`src/rtl/sm3_pkg.sv`:
```
// Shared SM3 constants, FSM state type and the bit-level helper functions
// used by the iterative compression core.
package sm3_pkg;

  localparam int WORD_W = 32;
  localparam int ROUNDS = 64;

  typedef logic [WORD_W-1:0] word_t;

  localparam logic [255:0] SM3_IV = {
    32'h7380166f, 32'h4914b2b9, 32'h172442d7, 32'hda8a0600,
    32'ha96f30bc, 32'h163138aa, 32'he38dee4d, 32'hb0fb0e4e
  };

  localparam word_t T_LO = 32'h79cc4519;
  localparam word_t T_HI = 32'h7a879d8a;

  typedef enum logic [1:0] {
    IDLE  = 2'd0,
    ROUND = 2'd1,
    FINAL = 2'd2,
    DONE  = 2'd3
  } state_t;

  // Rotating a doubled word keeps the result correct for n == 0 as well.
  function automatic word_t rotl32(input word_t x, input logic [4:0] n);
    logic [63:0] t;
    t = {x, x} << n;
    return t[63:32];
  endfunction

  function automatic word_t p0(input word_t x);
    return x ^ rotl32(x, 5'd9) ^ rotl32(x, 5'd17);
  endfunction

  function automatic word_t p1(input word_t x);
    return x ^ rotl32(x, 5'd15) ^ rotl32(x, 5'd23);
  endfunction

  function automatic word_t ff_j(input word_t x, input word_t y, input word_t z,
                                 input logic hi);
    return hi ? ((x & y) | (x & z) | (y & z)) : (x ^ y ^ z);
  endfunction

  function automatic word_t gg_j(input word_t x, input word_t y, input word_t z,
                                 input logic hi);
    return hi ? ((x & y) | (~x & z)) : (x ^ y ^ z);
  endfunction

endpackage

```
`src/rtl/sm3_round.sv`:
```
// One combinational SM3 compression round: working registers A..H packed
// with A in the top word, plus Wj, Wj+4 and the round index j.
module sm3_round
  import sm3_pkg::*;
(
  input  logic [255:0] state_in,
  input  logic [31:0]  w_j,
  input  logic [31:0]  w_j4,
  input  logic [5:0]   j,
  output logic [255:0] state_out
);

  word_t a, b, c, d, e, f, g, h;
  word_t t_j, a12, ss1, ss2, tt1, tt2;
  logic  hi;

  assign {a, b, c, d, e, f, g, h} = state_in;

  always_comb begin
    hi  = (j[5:4] != 2'b00);
    t_j = hi ? T_HI : T_LO;
    a12 = rotl32(a, 5'd12);
    // j[4:0] gives the mod-32 wrap of the constant rotation for j >= 32.
    ss1 = rotl32(a12 + e + rotl32(t_j, j[4:0]), 5'd7);
    ss2 = ss1 ^ a12;
    tt1 = ff_j(a, b, c, hi) + d + ss2 + (w_j ^ w_j4);
    tt2 = gg_j(e, f, g, hi) + h + ss1 + w_j;
    state_out = {tt1, a, rotl32(b, 5'd9), c,
                 p0(tt2), e, rotl32(f, 5'd19), g};
  end

endmodule

```
`src/rtl/sm3_cf_iter.sv`:
```
// Iterative SM3 compression function CF(V,B), one round per clock, answering
// the cf_start/cf_end four-phase handshake.
module sm3_cf_iter
  import sm3_pkg::*;
(
  input  logic         clk,
  input  logic         reset,
  input  logic         cf_start,
  input  logic [255:0] v_in,
  input  logic [511:0] b_in,
  output logic [255:0] v_out,
  output logic         cf_end
);

  state_t       state_q, state_d;
  logic [5:0]   cnt_q, cnt_d;
  logic [255:0] v_q, v_d;
  logic [255:0] abcd_q, abcd_d;
  logic [255:0] v_out_q, v_out_d;
  logic         cf_end_q, cf_end_d;
  word_t        w_q [16];
  word_t        w_d [16];
  word_t        w_load [16];
  word_t        w_shift [16];
  word_t        w_new;
  logic [255:0] round_out;

  // w_q[0] always holds Wj for the current round; the window slides by one.
  assign w_new = p1(w_q[0] ^ w_q[7] ^ rotl32(w_q[13], 5'd15))
               ^ rotl32(w_q[3], 5'd7) ^ w_q[10];

  genvar gi;
  generate
    for (gi = 0; gi < 16; gi++) begin : g_win
      assign w_load[gi] = b_in[511-32*gi -: 32];
      if (gi < 15) begin : g_mid
        assign w_shift[gi] = w_q[gi+1];
      end else begin : g_top
        assign w_shift[gi] = w_new;
      end
    end
  endgenerate

  sm3_round u_round (
    .state_in  (abcd_q),
    .w_j       (w_q[0]),
    .w_j4      (w_q[4]),
    .j         (cnt_q),
    .state_out (round_out)
  );

  always_comb begin
    state_d  = state_q;
    cnt_d    = cnt_q;
    v_d      = v_q;
    abcd_d   = abcd_q;
    w_d      = w_q;
    v_out_d  = v_out_q;
    cf_end_d = cf_end_q;
    case (state_q)
      IDLE: begin
        if (cf_start) begin
          v_d     = v_in;
          abcd_d  = v_in;
          w_d     = w_load;
          cnt_d   = 6'd0;
          state_d = ROUND;
        end
      end
      ROUND: begin
        abcd_d = round_out;
        w_d    = w_shift;
        cnt_d  = cnt_q + 6'd1;
        if (cnt_q == 6'(ROUNDS - 1)) begin
          state_d = FINAL;
        end
      end
      FINAL: begin
        v_out_d  = abcd_q ^ v_q;
        cf_end_d = 1'b1;
        state_d  = DONE;
      end
      DONE: begin
        // A held request never restarts; the initiator must drop it first.
        if (!cf_start) begin
          cf_end_d = 1'b0;
          state_d  = IDLE;
        end
      end
      default: state_d = IDLE;
    endcase
  end

  always_ff @(posedge clk) begin
    if (!reset) begin
      state_q  <= IDLE;
      cnt_q    <= 6'd0;
      v_q      <= '0;
      abcd_q   <= '0;
      v_out_q  <= '0;
      cf_end_q <= 1'b0;
      for (int i = 0; i < 16; i++) begin
        w_q[i] <= '0;
      end
    end else begin
      state_q  <= state_d;
      cnt_q    <= cnt_d;
      v_q      <= v_d;
      abcd_q   <= abcd_d;
      v_out_q  <= v_out_d;
      cf_end_q <= cf_end_d;
      for (int i = 0; i < 16; i++) begin
        w_q[i] <= w_d[i];
      end
    end
  end

  assign v_out  = v_out_q;
  assign cf_end = cf_end_q;

endmodule

```
`config.mk`:
```
export PLATFORM = sky130hd
export DESIGN_NAME = sm3_cf_iter
export DESIGN_NICKNAME = d
export VERILOG_FILES = /design/src/rtl/sm3_pkg.sv /design/src/rtl/sm3_round.sv /design/src/rtl/sm3_cf_iter.sv
export SDC_FILE = /design/constraint.sdc
export NUM_CORES = 2
export LEC_CHECK = 0
export CAP_MARGIN = 30
export CORE_UTILIZATION = 38
export DETAILED_ROUTE_END_ITERATION = 10
export GPL_TIMING_DRIVEN = 0
export PLACE_DENSITY = 0.62
export SLEW_MARGIN = 30
export SYNTH_ARGS = -nofsm -noshare
export SYNTH_HDL_FRONTEND = slang
export SYNTH_SLANG_ARGS = --single-unit
```
`constraint.sdc`:
```
create_clock -name clk -period 10.87 [get_ports clk]
set_input_delay 2.174 -clock clk [delete_from_list [all_inputs] [get_ports clk]]
set_output_delay 2.174 -clock clk [all_outputs]
set_load 0.005 [all_outputs]
```
==> results.sh <==
export IMPL_clk_latency_ps=850
export IMPL_dieArea_um2=181400
export IMPL_row_count=155
export IMPL_ios=1028
export IMPL_syn_nets=8781
export IMPL_clk_path_buf_depth=3
export IMPL_yosys_top_cells_count="dfxtp_1, nor2_1, a211oi_1, mux2i_1, nand2_1"
export IMPL_hp_class="flip-flop to flip-flop"
export IMPL_synthesis_area_um2=68290
export IMPL_drv_slew=0
export IMPL_grt_max_degree=17
export IMPL_dp_hpwl_mm=292.4
export IMPL_fin_cells=11431
export IMPL_endpoint_kind="flip-flop"
export IMPL_synth_seq_area_share=0.3779
export IMPL_outcome="finished clean"
export IMPL_post_route_drc_count=0
export IMPL_fin_nets=9965
export IMPL_finClkSkew_ps=43.08
export IMPL_cts_root_buf="clkbuf_16"
export IMPL_grt_usage=0.3777
export IMPL_avgSynthCellArea_um2=8.847
export IMPL_synth_top_family_by_area="compound AO/OA/AOI/OAI gates"
export IMPL_clock_sinks=1289
export IMPL_synth_compound_area_frac=0.1800
export IMPL_place_congestion=1.025
export IMPL_maxCapViolCount=0
export IMPL_coreArea_um2=178400
export IMPL_final_min_clock_period_ps=10560
export IMPL_r2r_start="cnt_q[4]$_SDFFE_PN0P_"
export IMPL_initial_core_util=0.3828
export IMPL_synth_top_area_frac=0.3779
export IMPL_synth_xor_area_frac=0.08803
export IMPL_required_ps=11620
export IMPL_muxShareOfSynthArea=0.1161
export IMPL_synth_most_common_cell="dfxtp_1"
export IMPL_yosys_warnings=0
export IMPL_place_inst=11108
export IMPL_syn_inst=7719
export IMPL_crit_slowest_cell="clkdlybuf4s15_2"
export IMPL_area_growth_pct=27.26
export IMPL_synthAdderAreaFrac=0.07427
export IMPL_yosys_area_share_simple=0.1162
export IMPL_worstHoldStart="v_q[216]$_SDFFE_PN0P_"
export IMPL_critical_path_max_fanout=13
export IMPL_fill_cells=17231
export IMPL_synth_largest_area_cell="dfxtp_1"
export IMPL_first_pass_iters=6
export IMPL_slew_headroom=0.1858
export IMPL_critPathKind="flip-flop to flip-flop"
export IMPL_crit_arrival_ps=11310
export IMPL_finalSetupViolations=0
export IMPL_post_cts_buffers=0
export IMPL_tightest_slew_ps=1213
export IMPL_synth_area_leaders="dfxtp_1, mux2i_1, a211oi_1"
export IMPL_synth_edf_count=0
export IMPL_synth_cell_types=84
export IMPL_grt_pass1_vias=62994
export IMPL_wl_per_cell_um=31.11
export IMPL_async_flop_share=0
export IMPL_clkTransAtPathRegs_ps=60
export IMPL_drt_iter0_markers=7668
export IMPL_ys_flop_type="dfxtp_1"
export IMPL_cts_tree="done"
export IMPL_overflow=0
export IMPL_max_stage_delay_ps=560
export IMPL_cts_made_buffers=149
export IMPL_max_freq_ghz=0.09471
export IMPL_hold_viol=0
export IMPL_die_h_um=425.9
export IMPL_antenna_found_initial=67
export IMPL_final_antenna_net_count=0
export IMPL_synth_seq_cells=1289
export IMPL_vias=65921
export IMPL_cp_start_kind="flip-flop"
export IMPL_drive_gt1_frac=0.03668
export IMPL_critPathLaunch="cnt_q[4]$_SDFFE_PN0P_"
export IMPL_port_buffers=1027
export IMPL_via_per_inst=5.767
export IMPL_rsz0062_at_grt="false"
export IMPL_grt_first_pass_wirelength_mm=480.3
export IMPL_wl_mm=355.7
export IMPL_h_tree_depth=4
export IMPL_fin_crit_sh=0.9713
export IMPL_die_w_um=425.9
stage by stage:
stage | setup WS [ps] | area [µm²] | TNS, ps | utilization | hold slack [ps]
floorplan | 2602 | 68290 | 0 | - | 448.8
global placement | -981.4 | 81520 | -23340 | 0.4569 | 454.0
detailed placement | -888.9 | 81700 | -18530 | 0.4579 | 458.9
CTS | 23.65 | 86700 | 0 | 0.4859 | 467.0
global route | 72.79 | 86890 | 0 | 0.4870 | 479.2
finish | 311.8 | 86910 | 0 | 0.4871 | 466.5
kinds of logic after synthesis:
group,Yosys count
AND/OR/NAND/NOR,2013
multiplexers,791
AO/OA/AOI/OAI,1818
flip-flops,1289
XOR/XNOR,655
adder cells (fa/ha/maj),293
buffers and inverters,860
flip-flops by register name, indices dropped and copies added, names as in the netlist:
name / count
abcd_q: 256
v_out: 256
w_q: 512
cnt_q: 6
cf_end: 1
v_q: 256
state_q: 2
worst paths after layout:
kind | to | depth (start not counted) | slack, ps
worst max-delay path | abcd_q[104]$_SDFFE_PN0P_ | 35 | 310
worst min-delay path | v_q[216]$_SDFFE_PN0P_ | 2 | 470
worst max register to register | abcd_q[104]$_SDFFE_PN0P_ | 35 | 310
worst min register to register | v_q[216]$_SDFFE_PN0P_ | 2 | 470
critical path: cells and delay by family (launching register included):
kind                       cells  cell delay, ps
AOI/OAI and AO/OA             16            3900
and+or+nand+nor                4             670
DFF                            1             300
adders and majority gates      6            2490
muxes                          2             530
buffers and inverters          5            1640
xor gates and xnor gates       2             910
layout by cell type, fill, tap and decap left out, types with 53 or more instances in the layout:
cell,netlist,final
inv_1,210,210
clkbuf_1,606,616
fa_1,188,188
nor2_1,1104,1102
mux2i_1,783,783
a211oi_1,994,994
a21oi_1,472,467
diode_2,0,53
o21ai_0,137,137
ha_1,103,102
clkdlybuf4s50_1,0,1027
xor2_1,149,148
nor3_1,60,60
xnor2_1,486,480
clkbuf_16,0,151
nand2_1,705,705
dfxtp_1,1289,1289
timing repair:
action                     4_1_cts  5_1_grt
hold buffers                     0        0
resized for setup                3        9
cloned                           0        0
setup endpoints to repair       48       36
layer usage:
metal  wire length [µm]  track usage  share of wire  up-vias
met5                 37            0        0.00010        -
met4              28410       0.2639          0.080        6
met3              28760      0.07031          0.081      923
met2             163200       0.6044           0.46     3554
met1             135200       0.4574           0.38    32199
li1                   -            -              -    29239
layout make-up:
class	instances	area (µm²)	share of cell area
Antenna cell	53	132.6	0.001526
Buffer	644	2474	0.02846
Clock buffer	225	4417	0.05082
Clock inverter	46	576.8	0.006637
Inverter	214	803.3	0.009243
Multi-Input combinational cell	5570	39340	0.4526
Sequential cell	1289	25800	0.2969
Tap cell	2355	2947	0.03390
Timing Repair Buffer	1035	10420	0.1199
Power is not shown: default switching activity piles up to over one toggle a cycle in this logic, so the estimate is an artifact.
